--- src/rtl/rv32i_mem_port.sv ---
// Load/store port between the rv32i datapath and a variable-latency data memory.
// Builds byte enables and lane-replicated store data, and extends load data. Stalls the core until the memory acks or the access times out.
module rv32i_mem_port #(
    parameter int ADDR_W  = 16,
    parameter int TIMEOUT = 255,
    parameter int TO_W    = 8
) (
    input  logic              clk,
    input  logic              rst,
    input  logic              core_req,
    input  logic              core_we,
    input  logic [2:0]        core_f3,
    input  logic [ADDR_W-1:0] core_addr,
    input  logic [31:0]       core_wdata,
    output logic [31:0]       core_rdata,
    output logic              stall,
    output logic              err,
    output logic              mem_req,
    output logic              mem_we,
    output logic [3:0]        mem_be,
    output logic [ADDR_W-1:0] mem_addr,
    output logic [31:0]       mem_wdata,
    input  logic [31:0]       mem_rdata,
    input  logic              mem_ack
);
    typedef enum logic [1:0] {IDLE, WAIT, DONE} state_t;

    localparam logic [TO_W-1:0] TO_LAST = TO_W'(TIMEOUT - 1);

    state_t          state, state_nx;
    logic [TO_W-1:0] cnt;
    logic [2:0]      f3_q;
    logic [1:0]      lane_q;
    logic            is_byte, is_half, is_word, bad;
    logic            accept, timeout;
    logic [3:0]      be_nx;
    logic [31:0]     wdata_nx, rdata_ext;
    logic [7:0]      rd_b;
    logic [15:0]     rd_h;

    always_comb begin
        is_byte = (core_f3[1:0] == 2'b00);
        is_half = (core_f3[1:0] == 2'b01);
        is_word = (core_f3 == 3'b010);
        bad     = (core_f3 == 3'b011) || (core_f3 == 3'b110) || (core_f3 == 3'b111) ||
                  (is_half && core_addr[0]) || (is_word && (core_addr[1:0] != 2'b00));
        stall   = core_req && !bad && (state != DONE) && !rst;
    end

    // Loads always fetch the full word; lane selection happens on the way back.
    always_comb begin
        be_nx    = 4'b1111;
        wdata_nx = core_wdata;
        if (core_we && is_byte) begin
            be_nx    = 4'b0001 << core_addr[1:0];
            wdata_nx = {4{core_wdata[7:0]}};
        end else if (core_we && is_half) begin
            be_nx    = core_addr[1] ? 4'b1100 : 4'b0011;
            wdata_nx = {2{core_wdata[15:0]}};
        end
    end

    always_comb begin
        rd_h = lane_q[1] ? mem_rdata[31:16] : mem_rdata[15:0];
        case (lane_q)
            2'd0:    rd_b = mem_rdata[7:0];
            2'd1:    rd_b = mem_rdata[15:8];
            2'd2:    rd_b = mem_rdata[23:16];
            default: rd_b = mem_rdata[31:24];
        endcase
        case (f3_q)
            3'b000:  rdata_ext = {{24{rd_b[7]}}, rd_b};
            3'b100:  rdata_ext = {24'd0, rd_b};
            3'b001:  rdata_ext = {{16{rd_h[15]}}, rd_h};
            3'b101:  rdata_ext = {16'd0, rd_h};
            default: rdata_ext = mem_rdata;
        endcase
    end

    always_comb begin
        state_nx = state;
        accept   = 1'b0;
        timeout  = 1'b0;
        case (state)
            IDLE: if (core_req && !bad) begin
                accept   = 1'b1;
                state_nx = WAIT;
            end
            WAIT: if (mem_ack) begin
                state_nx = DONE;
            end else if (TIMEOUT != 0 && cnt == TO_LAST) begin
                timeout  = 1'b1;
                state_nx = DONE;
            end
            default: state_nx = IDLE;
        endcase
    end

    always_ff @(posedge clk) begin
        if (rst) begin
            state      <= IDLE;
            cnt        <= '0;
            f3_q       <= '0;
            lane_q     <= '0;
            mem_req    <= 1'b0;
            mem_we     <= 1'b0;
            mem_be     <= '0;
            mem_addr   <= '0;
            mem_wdata  <= '0;
            core_rdata <= '0;
            err        <= 1'b0;
        end else begin
            state <= state_nx;
            err   <= (state == IDLE) && core_req && bad;
            if (accept) begin
                mem_req   <= 1'b1;
                mem_we    <= core_we;
                mem_be    <= be_nx;
                mem_addr  <= {core_addr[ADDR_W-1:2], 2'b00};
                mem_wdata <= wdata_nx;
                f3_q      <= core_f3;
                lane_q    <= core_addr[1:0];
                cnt       <= '0;
            end
            if (state == WAIT) begin
                if (mem_ack) begin
                    mem_req <= 1'b0;
                    if (!mem_we)
                        core_rdata <= rdata_ext;
                end else begin
                    cnt <= cnt + 1'b1;
                    if (timeout) begin
                        mem_req    <= 1'b0;
                        core_rdata <= '0;
                        err        <= 1'b1;
                    end
                end
            end
        end
    end
endmodule

--- config.mk ---
export PLATFORM = sky130hd
export DESIGN_NAME = rv32i_mem_port
export DESIGN_NICKNAME = d
export VERILOG_FILES = /design/src/rtl/rv32i_mem_port.sv
export SDC_FILE = /design/constraint.sdc
export NUM_CORES = 1
export LEC_CHECK = 0
export BUFFER_PORTS_ARGS = -buffer_cell sky130_fd_sc_hd__clkbuf_2
export CORE_MARGIN = 5
export CORE_UTILIZATION = 43
export CTS_CLUSTER_DIAMETER = 40
export DETAILED_ROUTE_END_ITERATION = 7
export GPL_TIMING_DRIVEN = 0
export PLACE_DENSITY = 0.75
export SLEW_MARGIN = 0
export SYNTH_ARGS = -nofsm -noshare
export SYNTH_HDL_FRONTEND = slang
export SYNTH_SLANG_ARGS = --single-unit
--- constraint.sdc ---
create_clock -name clk -period 1.55 [get_ports clk]
set_input_delay 0.0775 -clock clk [delete_from_list [all_inputs] [get_ports clk]]
set_output_delay 0.0775 -clock clk [all_outputs]
set_load 0.05 [all_outputs]
Word-level counts from Yosys, hierarchy flattened
Index checks and enable logic that the tools add are counted.
W data, S select, Z words.
{"block": "word_totals", "reg_bits": 100, "out_inout_bits": 88, "elab_cells": 82}
{"block": "op_classes", "addsub": 1, "eq_ne": 16, "shifts": 1, "mux": 30, "n_reduce_logical": 23}
{"op": "$mux W32", "n": 5}
{"op": "$pmux W32 S4", "n": 1}
{"op": "$mux W8", "n": 3}
{"op": "$pmux W8 S3", "n": 1}
{"op": "$mux W16", "n": 1}
{"op": "$eq A3 B3 Y1 const B", "n": 4}
{"op": "$mux W1", "n": 12}
{"op": "$mux W4", "n": 3}
{"op": "$logic_and A1 B1 Y1", "n": 9}
{"op": "$add A8 B1 Y8 const B", "n": 1}
{"op": "$eq A8 B8 Y1 const B", "n": 1}
{"op": "$eq A2 B1 Y1 const B", "n": 3}
{"op": "$eq A3 B2 Y1 const B", "n": 2}
{"op": "$logic_not A2 Y1", "n": 3}
{"op": "$mux W2", "n": 3}
{"op": "$ne A2 B2 Y1 const B", "n": 3}
{"op": "$logic_or A1 B1 Y1", "n": 4}
{"op": "$pmux W2 S2", "n": 1}
{"op": "$reduce_bool A2 Y1", "n": 2}
{"op": "$shl A1 B2 Y4 const A", "n": 1}
{"op": "$eq A3 B1 Y1 const B", "n": 1}
{"op": "$logic_not A3 Y1", "n": 1}
{"op": "$ne A3 B3 Y1 const B", "n": 1}
{"op": "$reduce_and A3 Y1", "n": 1}
{"op": "other kinds (3)", "n": 4}

Longest topological paths before layout
{"block": "depth", "word_depth": 13, "mapped_depth": 7, "ltp_nobuf": 6}

Least setup slack after synthesis
No wires, ideal clock.
{"block": "synth_path", "path_type": "register to register", "start": "reg mem_we", "end": "reg core_rdata[16]", "setup_ns": 0.122, "arrival_ns": 1.648, "slack_ns": -0.220, "stages_incl_launch_ff": 7, "path_buffers": 2, "synth_period_minus_slack_ns": 1.770, "cell_sequence": "dfxtp_1 -> nand2b_1 -> nor3_1 -> and2_1 -> buf_1 -> clkbuf_1 -> a221o_1"}
{"block": "synth_via", "elab_chain_len": 2}
{"item": "start, declared", "line_no": "19", "rtl": "output logic mem_we,"}
{"item": "start signal, assigned", "line_no": "117", "rtl": "mem_we <= core_we;"}
{"item": "$ne A2 B2 Y1 (no source line)"}
{"item": "$reduce_and A3 Y1 (no source line)"}
{"item": "end signal, assigned", "line_no": "129", "rtl": "core_rdata <= rdata_ext;"}
{"item": "end, declared", "line_no": "15", "rtl": "output logic [31:0] core_rdata,"}
Every way passes these cells.
A chain may end at the register's enable or synchronous reset.

Worst setup path in the final report
{"block": "layout_path", "start": "reg mem_we", "end": "reg core_rdata[13]"}
Same word-level chain as after synthesis.

==> results by group <==
Synthesis
  – Most common cell in the netlist: nand2_1
  – Yosys top cell by area: dfxtp_1
  – Sequential cell area fraction in the yosys report: 0.467
  – Synth top area share: 0.467
  – Mux contribution to synthesized area: 0.0710
  – Synth Cell Area: 0.00428 mm2
  – Average size of a mapped cell: 8.94 um2
  – Adder-Cell Fraction of Synth Area: 0.00584
  – Post-synth EDFFs: 0
  – Top post-synthesis cells by area: dfxtp_1 (47%), nand2_1 (8.9%), a21oi_1 (4.8%), mux2i_1 (4.2%), a221o_1 (3.7%)
  – Synth Register Bits: 100
  – Post-synth ARST share: 0
  – Cell variety after synth: 47
  – Mapped Cells: 479
  – Xor and xnor area share after synthesis: 0.0123
  – Synth Area in Simple Gates: 0.168
  – Synth warnings: 0
  – Compound-Gate Fraction of Synth Area: 0.221
  – Most frequent cells after synthesis: nand2_1 (102), dfxtp_1 (100), a21oi_1 (41)
  – Main combinational cell family by area after synthesis: compound AO/OA/AOI/OAI gates
  – Top_reg_cell synth: dfxtp_1

Place
  – Post-DP HPWL: 10300 um
  – Place WS: -0.238 ns
  – Final Wtd Congestion: 0.830
  – Port Buffers: 171
  – Placed cell areas: 0.00533 mm2

Status
  – Failing checks: negative setup slack
  – Outcome: finished with violations

Pwr
  – PD cells: 931 mW/mm2
  – Peak VDD IR: 0.469 mV
  – Pwr Total: 5.99 mW
  – Leakage power: 2.89 nW

Critical path
  – Worst EP arrival: 1.96 ns
  – Max stage delay on crit path: 0.36 ns
  – Worst Path Max Fanout: 10
  – Worst EP required: 1.86 ns
  – Worst setup EP type: register
  – Element type at the critical path start: register
  – Critical path class: reg2reg
  – Worst path cell trace: nand2b_4 > or3_4 > buf_6 > buf_4 > clkbuf_8 > a221oi_4 > a21o_1
  – Critical Path Slowest Stage Cell: or3_4

Route
  – Drt pass-1 iters: 6
  – Via count: 4694
  – Initial drt markers: 407
  – DRT antenna net count: 0
  – Routed length per instance: 17.4 um
  – DRC viols: 0
  – DR vias/cell: 5.41
  – Routed WL: 15100 um

GRT
  – Total GRT Usage: 0.242
  – Pin count of the biggest net entering global routing: 17
  – GRT overflow: 0
  – First-pass GRT wire length: 22700 um
  – Vias in the first global route: 4644
  – Initial antenna violation count: 0

Finish
  – Design area: 0.00644 mm2
  – Fillers: 792
  – Net count, final: 819
  – Area Overhead vs Synth: 50.2%
  – Share of cells above drive strength 1: 0.376
  – Number of diodes: 0

STA
  – RSZ-0062 raised after global routing: yes
  – Slew margin rel.: 0.590
  – Skew final: 0.0108 ns
  – Fin. Hold Viols: 0
  – Final setup violation count: 32
  – Final slew viol count: 0
  – Tightest Pin Transition: 0.614 ns
  – Fmax: 605 MHz
  – Min cycle time layout: 1.65 ns
  – Final cycle utilization of the critical path: 1.07
  – Setup WS post-layout: -0.102 ns
  – Setup total negative slack: -1.67 ns

Run
  – Max-cap viol count: 0

Die
  – CORE AREA: 0.00973 mm2
  – Starting Density: 0.440
  – Die Span X: 110 um
  – Die height: 110 um
  – Die ar.: 0.0121 mm2
  – I/O Pins: 176
  – Row count: 36

Clocking
  – CTS tree: built
  – Worst-skew pair later-pin latency: 0.37 ns
  – Root Driver: clkbuf_8
  – CTS buffer count: 9
  – Htree depth: 3
  – Clock Sinks: 100
  – Clock transition at the registers of the reported paths: 0.10 ns
  – Deepest clock path buffer count: 2

Worst hold path
  – Hold Path Class: in2reg
==> worst max-delay path: cells and delay by family, from the launching register on <==
family | cells | cell delay [ns]
simple gates | 2 | 0.49
buf+inv | 3 | 0.42
flops | 1 | 0.35
compound gates | 2 | 0.34
==> kinds of logic (layout without fill, tap and decap cells) <==
logic type	count (synthesis)	after routing
mux	28	28
fa+ha+maj	2	2
simple gates	163	163
other cells	1	2
buf+inv	52	306
xor+xnor	6	6
flops	100	100
compound gates	127	127
==> timing repair <==
| item | in CTS | in global routing |
|---|---|---|
| cloned | 1 | 2 |
| gates resized for setup | 37 | 32 |
| setup buffers | 13 | 5 |
| setup endpoints to repair | 90 | 82 |
| hold buffers | 49 | 0 |
| endpoints found under the hold margin | 49 | 0 |
| pin swaps | 8 | 10 |
==> sequential cells by signal, summed over array words and instances (netlist names) <==
register	cells
mem_wdata	32
lane_q	2
mem_we	1
mem_req	1
mem_addr	14
err	1
mem_be	4
core_rdata	32
cnt	8
state	2
f3_q	3
==> per-layer routing <==
layer	track usage	vias up	wire length [um]
met1	0.288	2221	5630
li1	-	2208	-
met5	0	-	0
met2	0.406	217	7620
met4	0.118	0	529
met3	0.0622	48	1280
==> where the power goes <==
part / switching [mW] / leakage (nW) / internal [mW]
clock network: 0.910 / 0.104 / 0.920
registers: 0.0799 / 0.819 / 2.68
logic: 0.898 / 1.97 / 0.500
total: 1.89 / 2.89 / 4.10
==> area by class of cell <==
| cell class | instances | area (um2) | area share |
|---|---|---|---|
| clock inverter | 5 | 85.1 | 0.0132 |
| sequential | 100 | 2020 | 0.314 |
| buffer | 38 | 254 | 0.0395 |
| multi-input combinational | 328 | 2210 | 0.343 |
| clock buffer | 11 | 131 | 0.0204 |
| inverter | 12 | 47.5 | 0.00739 |
| timing repair buffer | 240 | 1520 | 0.237 |
| tap | 133 | 166 | 0.0259 |
==> placed cells by master (no fill, tap or decap), types with 8 or more instances in the layout <==
| cell type | instances |
|---|---|
| a211oi_1 | 9 |
| a21o_1 | 8 |
| a21oi_1 | 41 |
| a221o_1 | 16 |
| a311oi_1 | 11 |
| buf_4 | 23 |
| buf_6 | 9 |
| clkbuf_1 | 15 |
| clkbuf_2 | 174 |
| clkbuf_8 | 10 |
| dfxtp_1 | 92 |
| dlygate4sd3_1 | 49 |
| inv_1 | 11 |
| mux2_2 | 9 |
| mux2i_1 | 17 |
| nand2_1 | 100 |
| nor2_1 | 34 |
| o211ai_1 | 10 |
==> path summary, 6_finish.rpt <==
kind         depth (start not counted)      startpoint  slack, ns        endpoint
max                                  7          mem_we      -0.10  core_rdata[13]
min                                  3    mem_rdata[3]       0.02   core_rdata[3]
min reg2reg                          1  core_rdata[15]       0.46  core_rdata[15]
max reg2reg                          7          mem_we      -0.10  core_rdata[13]
==> metrics by stage <==
| step | hold slack [ns] | util | instances |
|---|---|---|---|
| 2_1_floorplan | 0.203 | - | 480 |
| 3_3_place_gp | 0.301 | 0.548 | 784 |
| 3_5_place_dp | 0.312 | 0.548 | 784 |
| 4_1_cts | 0.0144 | 0.647 | 861 |
| 5_1_grt | 0.0331 | 0.662 | 867 |
| 6_report | 0.0222 | 0.662 | 867 |
Note: power is estimated with default switching activity, not from simulation.
